`config.mk`:
```
export PLATFORM = sky130hd
export DESIGN_NAME = normalizer
export DESIGN_NICKNAME = d
export VERILOG_FILES = /design/src/rtl/normalizer.sv
export SDC_FILE = /design/constraint.sdc
export NUM_CORES = 1
export LEC_CHECK = 0
export CORE_ASPECT_RATIO = 1.25
export CORE_MARGIN = 1
export CORE_UTILIZATION = 45
export DETAILED_ROUTE_END_ITERATION = 7
export PLACE_DENSITY = 0.7
export SYNTH_ARGS = -nofsm -noshare
export SYNTH_HDL_FRONTEND = slang
export SYNTH_SLANG_ARGS = --single-unit
```
`constraint.sdc`:
```
create_clock -name i_clk -period 45.6 [get_ports i_clk]
set_input_delay 6.84 -clock i_clk [delete_from_list [all_inputs] [get_ports i_clk]]
set_output_delay 6.84 -clock i_clk [all_outputs]
set_load 0.005 [all_outputs]
```
`src/rtl/normalizer.sv`:
```
// normalizer: two-stage pipelined 32-bit normalizer behind a valid/ready stream.
//
// Stage 1 counts how far the word can be shifted left without losing
// information (leading zeros for unsigned, redundant sign bits for signed).
// Stage 2 applies that shift. Shifting o_data right by o_shift_amt (logical
// for unsigned, arithmetic for signed) gives back the original word.
//
// Handshake: a word moves across an interface on a rising edge where valid and
// ready are both high. Once valid is raised the producer holds its payload
// until accepted. Ready is combinational from downstream ready (no skid
// buffer); each stage advances when it is empty or its successor advances.
//
// Ports:
//   i_clk        clock, rising edge
//   i_rst        synchronous active-high reset
//   i_valid      input word valid
//   o_ready      block can accept a word this cycle
//   i_signed     1 = two's complement, 0 = unsigned
//   i_data       word to normalize
//   o_valid      result valid
//   i_ready      downstream accepts the result
//   o_data       normalized word
//   o_shift_amt  left-shift amount applied
//   o_zero       input was all-zero
//
// Build option: define NORMALIZER_CHECK_EN to compile in concurrent assertions
// (round trip, MSB property, stall stability, quiet output after reset).
module normalizer #(
  parameter int WIDTH = 32
) (
  input  logic             i_clk,
  input  logic             i_rst,
  input  logic             i_valid,
  output logic             o_ready,
  input  logic             i_signed,
  input  logic [WIDTH-1:0] i_data,
  output logic             o_valid,
  input  logic             i_ready,
  output logic [WIDTH-1:0] o_data,
  output logic [4:0]       o_shift_amt,
  output logic             o_zero
);

  logic             adv1, adv2, accept;
  logic             in_zero, run;
  logic [4:0]       lead_cnt;

  logic             s1_v_q, s1_v_d;
  logic [WIDTH-1:0] s1_data_q, s1_data_d;
  logic [4:0]       s1_cnt_q, s1_cnt_d;
  logic             s1_zero_q, s1_zero_d;

  logic             s2_v_q, s2_v_d;
  logic [WIDTH-1:0] s2_data_q, s2_data_d;
  logic [4:0]       s2_amt_q, s2_amt_d;
  logic             s2_zero_q, s2_zero_d;

  assign adv2    = !s2_v_q || i_ready;
  assign adv1    = !s1_v_q || adv2;
  assign o_ready = adv1 && !i_rst;
  assign accept  = i_valid && o_ready;
  assign in_zero = (i_data == '0);

  // Shift count. Unsigned scans bits 31..1 for zeros, so the count tops out
  // at 31 and fits in 5 bits (the all-zero word is forced to 0 below).
  // Signed scans bits 30..0 for copies of the sign bit.
  always_comb begin
    lead_cnt = '0;
    run      = 1'b1;
    if (i_signed) begin
      for (int i = WIDTH - 2; i >= 0; i--) begin
        if (run && (i_data[i] == i_data[WIDTH-1])) lead_cnt = lead_cnt + 5'd1;
        else run = 1'b0;
      end
    end else begin
      for (int i = WIDTH - 1; i >= 1; i--) begin
        if (run && !i_data[i]) lead_cnt = lead_cnt + 5'd1;
        else run = 1'b0;
      end
    end
    if (in_zero) lead_cnt = '0;
  end

  always_comb begin
    s1_v_d    = s1_v_q;
    s1_data_d = s1_data_q;
    s1_cnt_d  = s1_cnt_q;
    s1_zero_d = s1_zero_q;
    s2_v_d    = s2_v_q;
    s2_data_d = s2_data_q;
    s2_amt_d  = s2_amt_q;
    s2_zero_d = s2_zero_q;

    if (adv1) s1_v_d = accept;
    if (accept) begin
      s1_data_d = i_data;
      s1_cnt_d  = lead_cnt;
      s1_zero_d = in_zero;
    end

    // Stage 2 payload only changes when a real word moves in, so the output
    // holds its last value while empty or stalled.
    if (adv2) begin
      s2_v_d = s1_v_q;
      if (s1_v_q) begin
        s2_data_d = s1_data_q << s1_cnt_q;
        s2_amt_d  = s1_cnt_q;
        s2_zero_d = s1_zero_q;
      end
    end
  end

  always_ff @(posedge i_clk) begin
    if (i_rst) begin
      s1_v_q    <= 1'b0;
      s1_data_q <= '0;
      s1_cnt_q  <= '0;
      s1_zero_q <= 1'b0;
      s2_v_q    <= 1'b0;
      s2_data_q <= '0;
      s2_amt_q  <= '0;
      s2_zero_q <= 1'b0;
    end else begin
      s1_v_q    <= s1_v_d;
      s1_data_q <= s1_data_d;
      s1_cnt_q  <= s1_cnt_d;
      s1_zero_q <= s1_zero_d;
      s2_v_q    <= s2_v_d;
      s2_data_q <= s2_data_d;
      s2_amt_q  <= s2_amt_d;
      s2_zero_q <= s2_zero_d;
    end
  end

  assign o_valid     = s2_v_q;
  assign o_data      = s2_data_q;
  assign o_shift_amt = s2_amt_q;
  assign o_zero      = s2_zero_q;

`ifdef NORMALIZER_CHECK_EN
  // The datapath itself never needs the mode or original word after stage 1;
  // the checker carries them alongside the pipeline.
  logic             s1_signed_q, s2_signed_q;
  logic [WIDTH-1:0] s2_orig_q;

  always_ff @(posedge i_clk) begin
    if (i_rst) begin
      s1_signed_q <= 1'b0;
      s2_signed_q <= 1'b0;
      s2_orig_q   <= '0;
    end else begin
      if (accept) s1_signed_q <= i_signed;
      if (adv2 && s1_v_q) begin
        s2_signed_q <= s1_signed_q;
        s2_orig_q   <= s1_data_q;
      end
    end
  end

  a_rt_unsigned: assert property (@(posedge i_clk) disable iff (i_rst)
    (o_valid && i_ready && !o_zero && !s2_signed_q) |-> ((o_data >> o_shift_amt) == s2_orig_q));
  a_rt_signed: assert property (@(posedge i_clk) disable iff (i_rst)
    (o_valid && i_ready && !o_zero && s2_signed_q) |->
      (($signed(o_data) >>> o_shift_amt) == $signed(s2_orig_q)));
  a_msb_unsigned: assert property (@(posedge i_clk) disable iff (i_rst)
    (o_valid && !o_zero && !s2_signed_q) |-> o_data[WIDTH-1]);
  a_msb_signed: assert property (@(posedge i_clk) disable iff (i_rst)
    (o_valid && !o_zero && s2_signed_q) |-> (o_data[WIDTH-1] ^ o_data[WIDTH-2]));
  a_stall_stable: assert property (@(posedge i_clk) disable iff (i_rst)
    (o_valid && !i_ready) |=> (o_valid && $stable(o_data) && $stable(o_shift_amt) && $stable(o_zero)));
  a_reset_quiet: assert property (@(posedge i_clk) i_rst |=> !o_valid);
`endif

endmodule

```
==> results of run 1 <==
-- layout make-up --
cell class / count / area [um^2]
well taps: 350 / 438
inverters: 56 / 213
fillers: 2749 / 13800
clock inverters: 6 / 109
repair buffers: 89 / 848
clock buffers: 10 / 239
multi-input cells: 1532 / 10600
flip-flops and latches: 78 / 1560
-- final timing paths --
check / to / slack, ns / cells past startpoint
min reg2reg: o_zero / 0.45 / 2
max: s1_cnt_q[4] / 20.50 / 94
min: o_zero / 0.45 / 2
max reg2reg: o_data[30] / 42.76 / 6
-- layout by cell type (no fill, tap or decap), types with 12 or more instances in the layout --
| cell type | netlist | layout |
|---|---|---|
| nand2_1 | 226 | 226 |
| nor2_1 | 180 | 180 |
| xnor2_1 | 109 | 109 |
| a21oi_1 | 106 | 106 |
| o21ai_0 | 103 | 103 |
| dfxtp_1 | 78 | 76 |
| clkdlybuf4s50_1 | 0 | 74 |
| nand3_1 | 71 | 71 |
| ha_1 | 57 | 57 |
| inv_1 | 51 | 51 |
| mux2i_1 | 49 | 49 |
| nand3b_1 | 41 | 41 |
| nor3_1 | 40 | 40 |
| xor2_1 | 36 | 36 |
| nor2b_1 | 34 | 34 |
| a211oi_1 | 30 | 30 |
| mux4_2 | 25 | 25 |
| or3_1 | 24 | 24 |
| nand2b_1 | 22 | 22 |
| and2_1 | 22 | 22 |
| o22ai_1 | 21 | 21 |
| o211ai_1 | 19 | 19 |
| mux2_2 | 18 | 18 |
| a31oi_1 | 17 | 17 |
| a22oi_1 | 17 | 17 |
| o21a_1 | 15 | 15 |
| nand4_1 | 14 | 14 |
| xnor3_1 | 14 | 14 |
| or2_2 | 13 | 13 |
| and3_1 | 13 | 13 |
| buf_4 | 2 | 13 |
| a21o_1 | 12 | 12 |
-- routing by layer --
| metal | global-route usage (%) | routed length, um | vias to the layer above | share of wire [%] |
|---|---|---|---|---|
| met5 | 0 | 13 | - | 0.034 |
| met4 | 9.60 | 1340 | 2 | 3.5 |
| met3 | 2.22 | 1630 | 93 | 4.3 |
| met2 | 46.3 | 18600 | 428 | 49 |
| met1 | 31.3 | 16200 | 6164 | 43 |
| li1 | - | - | 6433 | - |
-- registers in the layout, indices dropped and copies added (netlist names) --
signal,flops
o_data,32
s1_data_q,32
o_shift_amt,5
s1_cnt_q,5
o_valid,1
o_zero,1
s1_v_q,1
s1_zero_q,1
-- critical path: cells and delay by family --
kind | cells | cell delay (ns)
AOI/OAI and AO/OA | 34 | 6.10
xor gates and xnor gates | 11 | 2.54
adders and majority gates | 16 | 4.94
buffers and inverters | 4 | 0.96
muxes | 5 | 0.81
and+or+nand+nor | 24 | 3.13
-- report_power, final --
group	switching, W	internal, W
logic	0.0000664	0.0000493
clock network	0.0000279	0.0000548
registers	0.00000480	0.0000720
-- metrics by stage --
step,worst slack [ns],hold slack [ns],instance area (um^2),utilization [%]
floorplan,22.53,0.432,12900,-
global placement,21.00,0.444,13700,49.3
detailed placement,20.44,0.449,13700,49.3
CTS,20.75,0.457,14100,50.5
global route,18.90,0.465,14100,50.5
finish,20.50,0.453,14100,50.5
-- kinds of logic (layout without fill, tap and decap cells) --
group,after synthesis,after routing,synth area share [%]
XOR/XNOR,172,172,14.3
flip-flops,78,78,12.1
other,1,2,0.0291
adder cells (fa/ha/maj),60,60,5.78
AO/OA/AOI/OAI,431,431,22.0
AND/OR/NAND/NOR,772,772,30.5
multiplexers,95,95,10.1
buffers and inverters,165,161,5.17
==> results.sh, run 1 <==
export IMPL_finalCriticalPeriod_ns=25.10
export IMPL_slew_violations=0
export IMPL_yosysMostFrequentCell="nand2_1"
export IMPL_die_area_um2=29300
export IMPL_ys_ff_latch=78
export IMPL_worst_pin_slew_ns=1.17
export IMPL_area_growth_pct=9.23
export IMPL_postRouteAntennaNets=0
export IMPL_synthTopCellsByCount="nand2_1, nor2_1, xnor2_1, a21oi_1, o21ai_0"
export IMPL_cp_max_fo=18
export IMPL_slew_headroom_pct=22.0
export IMPL_clock_fmax_mhz=39.8
export IMPL_port_buffers=76
export IMPL_yosysTopAreaCellShare_pct=12.1
export IMPL_start_kind="input port"
export IMPL_cp_slowest_cell="ha_1"
export IMPL_die_w_um=153
export IMPL_hp_start="o_zero"
export IMPL_grt_ovfl_total=0
export IMPL_synth_flop_cell="dfxtp_1"
export IMPL_dieHeight_um=191
export IMPL_htree_levels=3
export IMPL_clk_pin_slew_ns=0.06
export IMPL_synthTopCellsByArea="dfxtp_1, xnor2_1, nand2_1"
export IMPL_placedCellCount=2105
export IMPL_p_leak_nw=5.11
export IMPL_finalPower_w=0.000275
export IMPL_nNetsFinal=1860
export IMPL_hold_violations=0
export IMPL_finalSetupViolations=0
export IMPL_num_vias=13100
export IMPL_ctsResizeCount=0
export IMPL_numClockSinks=78
export IMPL_cts_buffers=9
export IMPL_wire_per_inst_um=17.8
export IMPL_syn_cell_area_um2=12900
export IMPL_synth_largest_area_cell="dfxtp_1"
export IMPL_path_class="in -> reg"
export IMPL_via_per_inst=6.19
export IMPL_ys_warnings_count=0
export IMPL_cp_required_ns=45.82
export IMPL_grt_antenna_before_repair=1
export IMPL_cp_arrival_ns=25.32
export IMPL_ctsHoldBuffers=0
export IMPL_setup_tns_final_ns=0
export IMPL_layout_drive_gt1_share_pct=7.62
export IMPL_synth_edf_count=0
export IMPL_synthCells=1774
export IMPL_ys_types=108
export IMPL_wl_um=37700
export IMPL_status="finished clean"
export IMPL_crit_path_max_incr_delay_ns=0.56
export IMPL_ios=77
export IMPL_core_area_um2=27800
export IMPL_final_cells=2121
export IMPL_grt_max_degree=80
export IMPL_fin_worst_skew_ns=0.00751
export IMPL_drc=0
export IMPL_place_gp_congestion=0.963
export IMPL_ys_seq_area_share_pct=12.1
export IMPL_synth_area_per_cell_um2=7.25
export IMPL_grt_pass1_wl_um=61900
export IMPL_cellPowerDensity_nw_per_um2=19.6
export IMPL_worst_path_most_repeated_cell="ha_1"
export IMPL_diodes=0
export IMPL_cp_startpoint="i_data[31]"
export IMPL_finalCritPeriodShare_pct=55.0
export IMPL_hp_class="reg -> reg"
export IMPL_cts_tree="yes"
export IMPL_root_buffer="clkbuf_16"
export IMPL_critPathCaptureType="register"
export IMPL_clk_path_buf_depth=2
export IMPL_first_iter_violations=987
export IMPL_rsz0062_at_grt="false"
export IMPL_ir_worst_vdd_v=0.0000174
export IMPL_synthArstFlopShare_pct=0
export IMPL_rows=68
export IMPL_grt_usage_pct=25.6
export IMPL_r2r_start="s1_cnt_q[0]"
export IMPL_start_util_pct=46.2
export IMPL_max_cap_violations=0
export IMPL_clk_latency_ns=0.34
export IMPL_grt_pass1_vias=12300
export IMPL_post_cts_setup_buffers=0
export IMPL_dp_hpwl_um=29800
export IMPL_drt_first_pass_iters=5
No activity file was read; power rests on OpenSTA's default activity.
==> run 2, diff against run 1 <==
PLACE_DENSITY = 0.73   (was 0.7)
clock period = 21.3 ns   (was 45.6 ns; I/O delays follow)
==> run 2 against run 1 <==
Non-clock buffer count up 11. Sequential power is 110% higher. Critical path depth unchanged. Power up 100%. Routed wire length up 1.8%. Sequential share of layout area fell by 0.065 points. Via count grew 0.95%. Global-route usage up 0.61 points. Critical path type unchanged. Largest cell class unchanged. Highest routed layer is now met4.
==> results.sh, run 2 (synthesized netlist as in run 1, its figures left out) <==
export IMPL_hold_violations=0
export IMPL_numClockSinks=78
export IMPL_clk_path_buf_depth=2
export IMPL_grt_antenna_before_repair=0
export IMPL_dp_hpwl_um=30300
export IMPL_core_area_um2=27800
export IMPL_dieHeight_um=191
export IMPL_critPathCaptureType="register"
export IMPL_slew_headroom_pct=24.3
export IMPL_root_buffer="clkbuf_16"
export IMPL_port_buffers=76
export IMPL_critPathTopFamily="compound AO/OA/AOI/OAI gates"
export IMPL_setup_tns_final_ns=0
export IMPL_grt_max_degree=80
export IMPL_diodes=0
export IMPL_clk_latency_ns=0.34
export IMPL_slew_violations=0
export IMPL_cp_startpoint="i_data[30]"
export IMPL_layout_drive_gt1_share_pct=8.87
export IMPL_area_growth_pct=9.87
export IMPL_cp_slowest_cell="clkdlybuf4s50_1"
export IMPL_cp_max_fo=14
export IMPL_finalCritPeriodShare_pct=93.4
export IMPL_start_util_pct=46.2
export IMPL_hp_class="reg -> reg"
export IMPL_start_kind="input port"
export IMPL_final_common_cell="nand2_1"
export IMPL_first_iter_violations=932
export IMPL_clk_pin_slew_ns=0.06
export IMPL_cts_buffers=9
export IMPL_p_leak_nw=5.15
export IMPL_ir_worst_vdd_v=0.0000407
export IMPL_grt_usage_pct=26.2
export IMPL_wl_um=38400
export IMPL_grt_pass1_vias=12700
export IMPL_die_area_um2=29300
export IMPL_path_class="in -> reg"
export IMPL_status="finished clean"
export IMPL_postRouteAntennaNets=0
export IMPL_cp_required_ns=21.52
export IMPL_clock_fmax_mhz=50.3
export IMPL_place_gp_congestion=0.988
export IMPL_wire_per_inst_um=18.0
export IMPL_worst_pin_slew_ns=1.13
export IMPL_htree_levels=3
export IMPL_worst_path_most_repeated_cell="ha_1"
export IMPL_finalSetupViolations=0
export IMPL_via_per_inst=6.21
export IMPL_placedCellCount=2110
export IMPL_nNetsFinal=1871
export IMPL_crit_path_max_incr_delay_ns=0.43
export IMPL_final_cell_mix="nand2_1, nor2_1, xnor2_1"
export IMPL_finalCriticalPeriod_ns=19.90
export IMPL_crit_buf_inv=4
export IMPL_drc=0
export IMPL_grt_ovfl_total=0
export IMPL_fin_worst_skew_ns=0.00872
export IMPL_cellPowerDensity_nw_per_um2=39.7
export IMPL_ios=77
export IMPL_rows=68
export IMPL_num_vias=13200
export IMPL_hp_start="o_shift_amt[2]"
export IMPL_die_w_um=153
export IMPL_r2r_start="s1_cnt_q[0]"
export IMPL_final_cells=2132
export IMPL_cts_tree="yes"
export IMPL_nFillCells=2730
export IMPL_max_cap_violations=0
export IMPL_cp_arrival_ns=20.12
export IMPL_r2r_slack_ns=18.44
export IMPL_grt_pass1_wl_um=63600
export IMPL_drt_first_pass_iters=8
run 2: changes by cell type in the layout (fill, tap and decap cells not counted), moves of 2 or more:
cell / delta
a21oi_1: -3
clkinvlp_4: +2
bufinv_16: -3
o21ai_1: +2
buf_4: +11
o21ai_0: -2
a21oi_2: +3
ha_1: -2
run 2: per-stage QoR:
step | util, % | setup WS [ns] | total power, W | hold WS (ns) | cell area [um^2]
2_1_floorplan | - | 1.88 | 0.000349 | 0.432 | 12900
3_3_place_gp | 49.4 | 0.921 | 0.000407 | 0.444 | 13700
3_5_place_dp | 49.4 | 0.276 | 0.000412 | 0.453 | 13700
4_1_cts | 50.4 | 0.580 | 0.000557 | 0.461 | 14000
5_1_grt | 50.8 | -0.0573 | 0.000597 | 0.492 | 14100
6_report | 50.8 | 1.40 | 0.000561 | 0.458 | 14100
run 2: path summary, 6_finish.rpt:
kind | endpoint | cells after the start
setup / recovery | s1_cnt_q[4] | 94
hold reg to reg | o_shift_amt[2] | 2
hold / removal | o_shift_amt[2] | 2
setup reg to reg | o_data[30] | 5
run 2: report_power, final:
part           leakage (nW)  switching (W)  internal, W  total [W]
logic                  4.37       0.000144     0.000109   0.000253
registers             0.640      0.0000102     0.000154   0.000164
clock network         0.138      0.0000587    0.0000849   0.000144
run 2: layout make-up:
cell class                      count  area, um^2  area share, %
Sequential cell                    78        1560           11.1
Timing Repair Buffer              100         933           6.60
Clock buffer                       11         253           1.79
Tap cell                          350         438           3.10
Multi-Input combinational cell   1532       10700           75.7
Inverter                           56         213           1.50
Clock inverter                      5        33.8          0.239
run 2: what timing repair did:
item,4_1_cts,5_1_grt
hold buffers,0,0
gates resized for setup,0,17
setup buffers,0,6
setup endpoints to repair,0,4
run 2: routing by layer:
| layer | vias to the layer above | GRT usage [%] | routed length, um |
|---|---|---|---|
| li1 | 6462 | - | - |
| met1 | 6197 | 31.4 | 16100 |
| met2 | 471 | 46.6 | 18600 |
| met3 | 114 | 2.86 | 2110 |
| met4 | 0 | 12.6 | 1620 |
| met5 | - | 0 | 0 |
run 2: worst reg2reg max path, delay by kind of cell (launching register included):
family	cells	cell delay, ns
AOI/OAI and AO/OA	2	0.71
DFF	1	0.97
muxes	2	0.96
and+or+nand+nor	1	0.08
